===== src/rtl/bwt_pkg.sv =====
`default_nettype none
// ============================================================================
//  Module      : bwt_pkg
//  Description : Shared types and constants for the BWT job scheduler.
//                Holds the scheduler FSM state encoding, the default string
//                length and the matching bus width, plus an owner decode.
//  Revision    : 1.0 - initial release
// ============================================================================
package bwt_pkg;

    localparam int STRING_LEN = 32;
    localparam int STR_W      = STRING_LEN * 8;

    typedef enum logic [1:0] {
        ST_IDLE   = 2'd0,
        ST_LAUNCH = 2'd1,
        ST_RUN    = 2'd2,
        ST_RESP   = 2'd3
    } state_t;

    // Requester index -> one-hot requester vector.
    function automatic logic [1:0] owner_onehot(input logic owner);
        return owner ? 2'b10 : 2'b01;
    endfunction

endpackage
`default_nettype wire


===== src/rtl/bwt_rr_arb.sv =====
`default_nettype none
// ============================================================================
//  Module      : bwt_rr_arb
//  Description : Two-requester round-robin grant. The requester selected by
//                prio wins when it is valid; otherwise the other requester is
//                granted if valid. Grant is one-hot or zero.
//  Ports       : req   [1:0] in  - request vector
//                prio        in  - index of the requester holding priority
//                grant [1:0] out - one-hot grant (zero when no request)
//  Revision    : 1.0 - initial release
// ============================================================================
module bwt_rr_arb (
    input  logic [1:0] req,
    input  logic       prio,
    output logic [1:0] grant
);

    logic w_hi_valid;
    logic w_lo_valid;

    assign w_hi_valid = prio ? req[1] : req[0];
    assign w_lo_valid = prio ? req[0] : req[1];

    always_comb begin
        grant = 2'b00;
        if (w_hi_valid) begin
            grant = prio ? 2'b10 : 2'b01;
        end else if (w_lo_valid) begin
            grant = prio ? 2'b01 : 2'b10;
        end
    end

endmodule
`default_nettype wire


===== src/rtl/bwt_job_sched.sv =====
`default_nettype none
// ============================================================================
//  Module      : bwt_job_sched
//  Description : Schedules Burrows-Wheeler-transform jobs from two requesters
//                onto a single sort engine, one job in flight. Requests are
//                granted round-robin; the winning string is latched, handed
//                to the engine with a one-cycle start pulse, and the engine
//                result is returned to the job owner with a valid/ready
//                handshake.
//  Optional    : `define BWT_TIMEOUT_EN adds a RUN-state watchdog; after
//                TIMEOUT_CYCLES RUN cycles without eng_done the job is
//                answered with rsp_err = 1 and rsp_data = 0.
//  Ports       : clk, rst                 - clock, synchronous active-high reset
//                req_valid/req_ready[1:0] - per-requester job handshake
//                req_data_0/req_data_1    - input strings (char k at [8k+7:8k])
//                rsp_valid/rsp_ready[1:0] - per-requester result handshake
//                rsp_data, rsp_err        - result string, timeout flag
//                eng_start, eng_data      - engine launch pulse and string
//                eng_done, eng_result     - engine completion and output
//                busy                     - scheduler not idle
//  Revision    : 1.0 - initial release
// ============================================================================
module bwt_job_sched
    import bwt_pkg::*;
#(
    parameter int STRING_LEN     = bwt_pkg::STRING_LEN,
    parameter int TIMEOUT_CYCLES = 4096
) (
    input  logic                    clk,
    input  logic                    rst,
    input  logic [1:0]              req_valid,
    output logic [1:0]              req_ready,
    input  logic [STRING_LEN*8-1:0] req_data_0,
    input  logic [STRING_LEN*8-1:0] req_data_1,
    output logic [1:0]              rsp_valid,
    input  logic [1:0]              rsp_ready,
    output logic [STRING_LEN*8-1:0] rsp_data,
    output logic                    rsp_err,
    output logic                    eng_start,
    output logic [STRING_LEN*8-1:0] eng_data,
    input  logic                    eng_done,
    input  logic [STRING_LEN*8-1:0] eng_result,
    output logic                    busy
);

    localparam int c_STR_W = STRING_LEN * 8;

    state_t              r_state;
    state_t              w_state_nx;
    logic                r_prio;
    logic                r_owner;
    logic [c_STR_W-1:0]  r_job;
    logic [c_STR_W-1:0]  r_rsp_data;
    logic [1:0]          w_grant;
    logic [1:0]          w_req_ready;
    logic                w_accept;
    logic                w_rsp_fire;
    logic                w_timeout;

    bwt_rr_arb u_arb (
        .req   (req_valid),
        .prio  (r_prio),
        .grant (w_grant)
    );

    // Grants are only offered in IDLE, and never while reset is asserted so
    // that no handshake can appear to complete during reset.
    assign w_req_ready = (r_state == ST_IDLE && !rst) ? w_grant : 2'b00;
    assign w_accept    = |(req_valid & w_req_ready);
    assign w_rsp_fire  = (r_state == ST_RESP) && rsp_ready[r_owner];

`ifdef BWT_TIMEOUT_EN
    localparam int c_CNT_W = $clog2(TIMEOUT_CYCLES + 1);

    logic [c_CNT_W-1:0] r_wdog;
    logic [c_CNT_W-1:0] w_wdog_next;
    logic               r_rsp_err;

    assign w_wdog_next = r_wdog + 1'b1;
    // Fires in the RUN cycle whose increment reaches the limit; eng_done in
    // that same cycle takes precedence in the next-state and datapath logic.
    assign w_timeout   = (r_state == ST_RUN) && !eng_done &&
                         (w_wdog_next == c_CNT_W'(TIMEOUT_CYCLES));

    always_ff @(posedge clk) begin
        if (rst) begin
            r_wdog    <= '0;
            r_rsp_err <= 1'b0;
        end else begin
            if (r_state == ST_LAUNCH) begin
                r_wdog <= '0;
            end else if (r_state == ST_RUN) begin
                r_wdog <= w_wdog_next;
            end
            if (r_state == ST_IDLE && w_accept) begin
                r_rsp_err <= 1'b0;
            end else if (r_state == ST_RUN) begin
                if (eng_done) begin
                    r_rsp_err <= 1'b0;
                end else if (w_timeout) begin
                    r_rsp_err <= 1'b1;
                end
            end
        end
    end

    assign rsp_err = r_rsp_err;
`else
    logic w_unused_cfg;

    assign w_timeout    = 1'b0;
    assign rsp_err      = 1'b0;
    assign w_unused_cfg = (TIMEOUT_CYCLES == 0);
`endif

    // ------------------------------------------------------------------
    // FSM state register
    // ------------------------------------------------------------------
    always_ff @(posedge clk) begin
        if (rst) begin
            r_state <= ST_IDLE;
        end else begin
            r_state <= w_state_nx;
        end
    end

    // ------------------------------------------------------------------
    // FSM next-state logic
    // ------------------------------------------------------------------
    always_comb begin
        w_state_nx = r_state;
        case (r_state)
            ST_IDLE:   if (w_accept)              w_state_nx = ST_LAUNCH;
            ST_LAUNCH:                            w_state_nx = ST_RUN;
            ST_RUN:    if (eng_done || w_timeout) w_state_nx = ST_RESP;
            ST_RESP:   if (w_rsp_fire)            w_state_nx = ST_IDLE;
            default:                              w_state_nx = ST_IDLE;
        endcase
    end

    // ------------------------------------------------------------------
    // Job / result datapath and round-robin pointer
    // ------------------------------------------------------------------
    always_ff @(posedge clk) begin
        if (rst) begin
            r_job      <= '0;
            r_owner    <= 1'b0;
            r_prio     <= 1'b0;
            r_rsp_data <= '0;
        end else begin
            case (r_state)
                ST_IDLE: begin
                    if (w_accept) begin
                        r_job   <= w_req_ready[1] ? req_data_1 : req_data_0;
                        r_owner <= w_req_ready[1];
                    end
                end
                ST_RUN: begin
                    if (eng_done) begin
                        r_rsp_data <= eng_result;
                    end else if (w_timeout) begin
                        r_rsp_data <= '0;
                    end
                end
                ST_RESP: begin
                    // Priority passes to the other requester only once the
                    // job is fully delivered.
                    if (w_rsp_fire) begin
                        r_prio <= ~r_owner;
                    end
                end
                default: ;
            endcase
        end
    end

    assign req_ready = w_req_ready;
    assign rsp_valid = (r_state == ST_RESP) ? owner_onehot(r_owner) : 2'b00;
    assign rsp_data  = r_rsp_data;
    assign eng_start = (r_state == ST_LAUNCH);
    assign eng_data  = r_job;
    assign busy      = (r_state != ST_IDLE);

endmodule
`default_nettype wire


===== config.mk =====
export PLATFORM = sky130hd
export DESIGN_NAME = bwt_job_sched
export DESIGN_NICKNAME = d
export VERILOG_FILES = /design/src/rtl/bwt_pkg.sv /design/src/rtl/bwt_rr_arb.sv /design/src/rtl/bwt_job_sched.sv
export SDC_FILE = /design/constraint.sdc
export NUM_CORES = 1
export LEC_CHECK = 0
export ABC_CLOCK_PERIOD_IN_PS = 3850
export BUFFER_PORTS_ARGS = -buffer_cell sky130_fd_sc_hd__buf_2
export CAP_MARGIN = 10
export CORE_AREA = 2 2 509 511
export CTS_BUF_LIST = sky130_fd_sc_hd__clkbuf_4 sky130_fd_sc_hd__clkbuf_8 sky130_fd_sc_hd__clkbuf_16
export DETAILED_ROUTE_END_ITERATION = 12
export DIE_AREA = 0 0 511 513
export PLACE_DENSITY_LB_ADDON = 0.2
export REMOVE_ABC_BUFFERS = 1
export SYNTH_ARGS = -nofsm -noshare
export SYNTH_HDL_FRONTEND = slang
export SYNTH_HIERARCHICAL = 1
export SYNTH_SLANG_ARGS = --single-unit

===== constraint.sdc =====
create_clock -name clk -period 3.85 [get_ports clk]
set_input_delay 0.5775 -clock clk [delete_from_list [all_inputs] [get_ports clk]]
set_output_delay 0.5775 -clock clk [all_outputs]
set_load 0.005 [all_outputs]

=== Word level (Yosys, flattened, before mapping) ===
Index checks and enable logic that the tools add are counted.

* Flip-flop bits (word level): 516
* Bits of input ports: 775
* Logic and storage cells: 40

* Multiplexer cells: 16
* Bitwise gates (word level): 2
* Order comparisons: 1
* Reductions and logical operators: 10
* Equal/unequal tests: 6

{| class="wikitable"
|+ Operators by type and width
! kind !! count
|-
| $mux 256 || 1
|-
| $mux 2 || 10
|-
| $pmux 2 s4 || 1
|-
| $ne 2x2->1 const B || 3
|-
| $reduce_and 2->1 || 3
|-
| $eq 2x2->1 const B || 2
|-
| $mux 1 || 4
|-
| $reduce_and 3->1 || 1
|-
| $and 2x2->2 || 1
|-
| $eq 2x1->1 const B || 1
|-
| $logic_and 1x1->1 || 2
|-
| $logic_not 2->1 || 1
|-
| $lt 1x2->1 const B || 1
|-
| $reduce_bool 2->1 || 1
|-
| $reduce_or 2->1 || 1
|-
| $logic_not 1->1 || 1
|-
| $not 1->1 || 1
|}

=== Longest topological paths before layout ===
* Depth in word-level cells: 8
* Gate-level depth with buffers: 9
* Depth with buffers taken out: 7

=== Modules after synthesis ===
Netlist, hierarchy kept.

{| class="wikitable"
|+ By module, submodules not included
! module !! sequential area each (µm²) !! area each (µm²) !! times used !! cells each
|-
| bwt_job_sched || 10329.9 || 19894.1 || 1 || 2573
|-
| bwt_rr_arb || 0.0 || 18.8 || 1 || 3
|}

=== Worst setup path before layout ===
Ideal clock, no wire load.

* Path kind: in2reg
* Start: in req_valid[1]
* End: reg r_job[162], in the netlist eng_data[162]
* Setup time: 133 ps
* Buffers on the path: 3
* Cell stages on the path: 7
* Data arrival time: 1713 ps
* Setup slack: 2004 ps
* Data required time: 3717 ps
* Path through: a21boi_1 > a22o_1 > and2_1 > buf_4 > clkbuf_1 > buf_2 > a311oi_1

* Word-level cells in the longest chain between the ends: 7
* Elaborated cells between the ends (all ways): 9

{| class="wikitable"
|+ RTL lines
! element !! RTL line !! RTL
|-
| start, declared || bwt_job_sched.sv:31 || <nowiki>input logic [1:0] req_valid,</nowiki>
|-
| $mux 1 || bwt_rr_arb.sv:22 || <nowiki>assign w_lo_valid = prio ? req[0] : req[1];</nowiki>
|-
| $mux 2 || bwt_rr_arb.sv:28 || <nowiki>end else if (w_lo_valid) begin</nowiki>
|-
| $mux 2 || bwt_rr_arb.sv:26 || <nowiki>if (w_hi_valid) begin</nowiki>
|-
| $mux 2 || bwt_job_sched.sv:68 || <nowiki>assign w_req_ready = (r_state == ST_IDLE && !rst) ? w_grant : 2'b00;</nowiki>
|-
| $and 2x2->2 || bwt_job_sched.sv:69 || <nowiki>assign w_accept = |(req_valid & w_req_ready);</nowiki>
|-
| $reduce_or 2->1 || bwt_job_sched.sv:69 ||
|-
| $reduce_and 2->1 (no line) || n/a ||
|-
| end signal, assigned || bwt_job_sched.sv:154 || <nowiki>r_job <= w_req_ready[1] ? req_data_1 : req_data_0;</nowiki>
|-
| end, declared || bwt_job_sched.sv:52 || <nowiki>logic [c_STR_W-1:0] r_job;</nowiki>
|}

Several ways; a longest one is shown, not always the timed one.
A chain may end at the register's enable or synchronous reset.

=== Worst setup path in the final report ===
* Start: reg r_state[1]
* End: out req_ready[1]

* Word-level cells in the longest chain between the ends: 3

{| class="wikitable"
|+ RTL lines
! element !! RTL line !! RTL
|-
| start, declared || bwt_job_sched.sv:48 || <nowiki>state_t r_state;</nowiki>
|-
| start signal, assigned || bwt_job_sched.sv:123 || <nowiki>r_state <= w_state_nx;</nowiki>
|-
| $logic_not 2->1 || bwt_job_sched.sv:68 ||
|-
| $logic_and 1x1->1 || bwt_job_sched.sv:68 ||
|-
| $mux 2 || bwt_job_sched.sv:68 ||
|-
| end, declared || bwt_job_sched.sv:32 || <nowiki>output logic [1:0] req_ready,</nowiki>
|}

No other way between the ends.

==> qor.json <==
{
  "status": {"value": "finished clean"},
  "layout.cells.most_common": {"value": "sky130_fd_sc_hd__buf_2"},
  "vdd.ir_drop.worst": {"value": 284.2, "unit": "µV"},
  "power_leakage": {"value": 13.90, "unit": "nW"},
  "post_cts_resize_count": {"value": 0},
  "critical_path.slowest_cell": {"value": "sky130_fd_sc_hd__inv_8"},
  "power_density": {"value": 529.9, "unit": "nW/µm²"},
  "slew_worst_pin": {"value": 1.101, "unit": "ns"},
  "post_drt_via_cell_ratio": {"value": 3.231},
  "clock_tree.root_cell": {"value": "sky130_fd_sc_hd__clkbuf_16"},
  "setup_repair_after_global_routing_missed_its_margin": {"value": "no"},
  "cts_hold_repair_buffers": {"value": 0},
  "numPortBuffers": {"value": 1292},
  "grt_antenna_before_repair": {"value": 79},
  "max_stage_delay": {"value": 0.49, "unit": "ns"},
  "clock_tree_from_tritoncts": {"value": "built"},
  "worstPathRequired": {"value": 3.27, "unit": "ns"},
  "cell_count_of_the_worst_reg_to_reg_path": {"value": 8},
  "worstPathMaxFanout": {"value": 87},
  "num_vias": {"value": 23399},
  "initial_core_util": {"value": 7.772, "unit": "%"},
  "timing.reg2reg.setup_slack": {"value": 1.16, "unit": "ns"},
  "maxSlewHeadroom": {"value": 26.60, "unit": "%"},
  "io-pin-count": {"value": 1294},
  "overall_routing_resource_usage": {"value": 10.55, "unit": "%"},
  "max-cap-violations": {"value": 0},
  "number_of_buffers_on_the_longest_clock_path": {"value": 3},
  "drt-initial-drc-count": {"value": 1285},
  "worst_setup_end_kind": {"value": "primary output"},
  "timing.final.crit_share": {"value": 83.00, "unit": "%"},
  "drt_first_pass_iters": {"value": 5},
  "grt-ovfl-total": {"value": 0},
  "worst_hold_slack": {"value": 0.1150, "unit": "ns"},
  "num_rows": {"value": 186},
  "first_pass_grt_wire_length": {"value": 195.5, "unit": "mm"},
  "routabilityCongestion": {"value": 0.8705},
  "crit-reg2reg-launch": {"value": "r_state[1]$_SDFFE_PP0P_"},
  "areaGrowthSynthToFinish": {"value": 65.30, "unit": "%"},
  "first_global_vias": {"value": 23307},
  "ys_seq_elements": {"value": 516},
  "inserted_clock_buffers": {"value": 74},
  "area_of_the_core": {"value": 256200, "unit": "µm²"},
  "syn-cell-area": {"value": 19910, "unit": "µm²"},
  "cts.clk_slew.worst_paths": {"value": 0.06, "unit": "ns"},
  "synth_cells": {"value": 2576},
  "setup_violations": {"value": 0},
  "post_drt_wl_per_cell": {"value": 20.00, "unit": "µm"},
  "routed_wl": {"value": 144.9, "unit": "mm"},
  "avg_synthesized_cell_area": {"value": 7.730, "unit": "µm²"},
  "cts_setup_buffers": {"value": 0},
  "setup_slack": {"value": 0.6546, "unit": "ns"},
  "timing.critical_path.arrival": {"value": 2.62, "unit": "ns"},
  "die_w": {"value": 511, "unit": "µm"},
  "detail_route.drc_violations": {"value": 0},
  "multiInputGateArea": {"value": 8592, "unit": "µm²"},
  "layout.area.seq": {"value": 10330, "unit": "µm²"},
  "terminus_of_the_critical_flop_to_flop_path": {"value": "eng_data[59]$_SDFFE_PP0P_"},
  "final_cell_mix": {"value": "1291 x sky130_fd_sc_hd__buf_2, 1025 x sky130_fd_sc_hd__nand2_1, 516 x sky130_fd_sc_hd__dfxtp_1"},
  "clk-insertion-delay-late": {"value": 0.67, "unit": "ns"},
  "htree_num_levels": {"value": 3},
  "place_worst_setup_slack": {"value": 0.9600, "unit": "ns"},
  "clock.fmax": {"value": 312.9, "unit": "MHz"},
  "final_period_minus_worst_setup_slack": {"value": 3.195, "unit": "ns"},
  "critical_path.startpoint_type": {"value": "flip-flop"},
  "ant_nets": {"value": 0},
  "slew_viols_final": {"value": 0},
  "min-delay-path-class": {"value": "input port to flip-flop"},
  "dp.final_hpwl": {"value": 117.1, "unit": "mm"},
  "final_layout_size_suffix_gt1_share": {"value": 38.97, "unit": "%"},
  "pin_count_of_the_biggest_net_entering_global_routing": {"value": 157},
  "netlist-cell-type-count": {"value": 23},
  "timing.final.hold_violations": {"value": 0},
  "numClockSinks": {"value": 516},
  "n_fill_cell": {"value": 29903},
  "die_height": {"value": 513, "unit": "µm"},
  "area_of_the_die": {"value": 262100, "unit": "µm²"},
  "fin_skew": {"value": 0.02492, "unit": "ns"},
  "path_class": {"value": "flip-flop to primary output"},
  "ys_warn_count": {"value": 6},
  "final_nets": {"value": 4554},
  "ys_seq_area_share": {"value": 51.88, "unit": "%"},
  "critical_path_cell_by_cell": {"value": "inv_1, ha_1, nor2b_2, nand2_8, inv_8, buf_2"},
  "critical_path.startpoint": {"value": "r_state[1]$_SDFFE_PP0P_"},
  "crit_path_end": {"value": "req_ready[1]"}
}
-- final cells by class --
type                            instances  share of cell area, %
Inverter                                6                0.09123
Sequential cell                       516                  31.38
Tap cell                             3384                  12.86
Clock inverter                         25                 0.9237
Timing Repair Buffer                 1350                  21.61
Antenna cell                           23                 0.1749
Multi-Input combinational cell       1826                  26.10
Clock buffer                          113                  6.857
-- where the power goes --
group          total [mW]  switching, mW  internal (mW)
Combinational        3.84           2.36           1.48
Sequential           6.35          0.362           5.99
Clock                7.26           3.02           4.24
Total                17.4           5.74           11.7
-- logic make-up (layout without fill, tap and decap cells) --
family / count (synthesis) / in the layout / share of synthesized area (%)
mux: 2 / 2 / 0.1005
flops: 516 / 516 / 51.88
simple gates: 1295 / 1295 / 24.55
buf+inv: 234 / 1494 / 5.108
fa+ha+maj: 5 / 5 / 0.3142
compound gates: 523 / 523 / 18.03
other cells: 1 / 24 / 0.01883
-- critical path: cells and delay by family (launching register included) --
kind / cells / cell delay [ns]
buffers and inverters: 3 / 0.83
flip-flops: 1 / 0.34
adder cells (fa/ha/maj): 1 / 0.21
AND/OR/NAND/NOR: 2 / 0.52
-- synth_stat cells, drive strengths merged --
library cell	count	share of area, %
nand2	1027	19
dfxtp	516	52
a21oi	261	6.6
nor2	260	4.9
a311oi	256	11
buf	115	2.9
clkbuf	113	2.1
inv	6	0.11
ha	5	0.31
and2	4	0.13
a21boi	2	0.075
a22o	2	0.088
mux2i	2	0.10
nor2b	2	0.075
o21ai	2	0.050
conb	1	0.019
or3	1	0.031
or3b	1	0.044
-- stage by stage --
| stage | setup TNS (ns) | power, mW | instances | cell area, µm² | util [%] |
|---|---|---|---|---|---|
| 5_1_grt | 0 | 18.49 | 7223 | 32870 | 12.83 |
| 6_report | 0 | 17.44 | 7243 | 32920 | 12.85 |
| 3_3_place_gp | 0 | 10.42 | 7082 | 30300 | 11.82 |
| 2_1_floorplan | -2002.54 | 8.498 | 2348 | 18920 | - |
| 3_5_place_dp | 0 | 10.42 | 7082 | 30300 | 11.82 |
| 4_1_cts | 0 | 17.97 | 7220 | 32860 | 12.82 |
-- sequential cells by signal, summed over array words and instances, names as in the netlist --
| signal | flops |
|---|---|
| r_owner | 1 |
| r_prio | 1 |
| rsp_data | 256 |
| r_state | 2 |
| eng_data | 256 |
-- worst min-delay path by stage --
stage	from	endpoint	slack, ns	cells past startpoint
after floorplan	rsp_data[0]$_SDFFE_PP0P_	rsp_data[0]$_SDFFE_PP0P_	0.45	2
after global placement	rsp_data[143]$_SDFFE_PP0P_	rsp_data[143]$_SDFFE_PP0P_	0.44	2
after CTS	eng_result[157]	rsp_data[157]$_SDFFE_PP0P_	0.0006	3
after global routing	eng_result[247]	rsp_data[247]$_SDFFE_PP0P_	0.04	3
after detailed placement	rsp_data[109]$_SDFFE_PP0P_	rsp_data[109]$_SDFFE_PP0P_	0.44	2
final	eng_result[157]	rsp_data[157]$_SDFFE_PP0P_	0.11	3
-- per-layer routing --
metal	up-vias	share of wire, %	GRT usage [%]
met5	-	0.21	0
met4	48	2.4	2.593
met3	211	9.6	4.416
met2	1063	51	19.23
met1	10971	37	11.11
li1	11106	-	-
No activity file was read; power rests on OpenSTA's default activity.
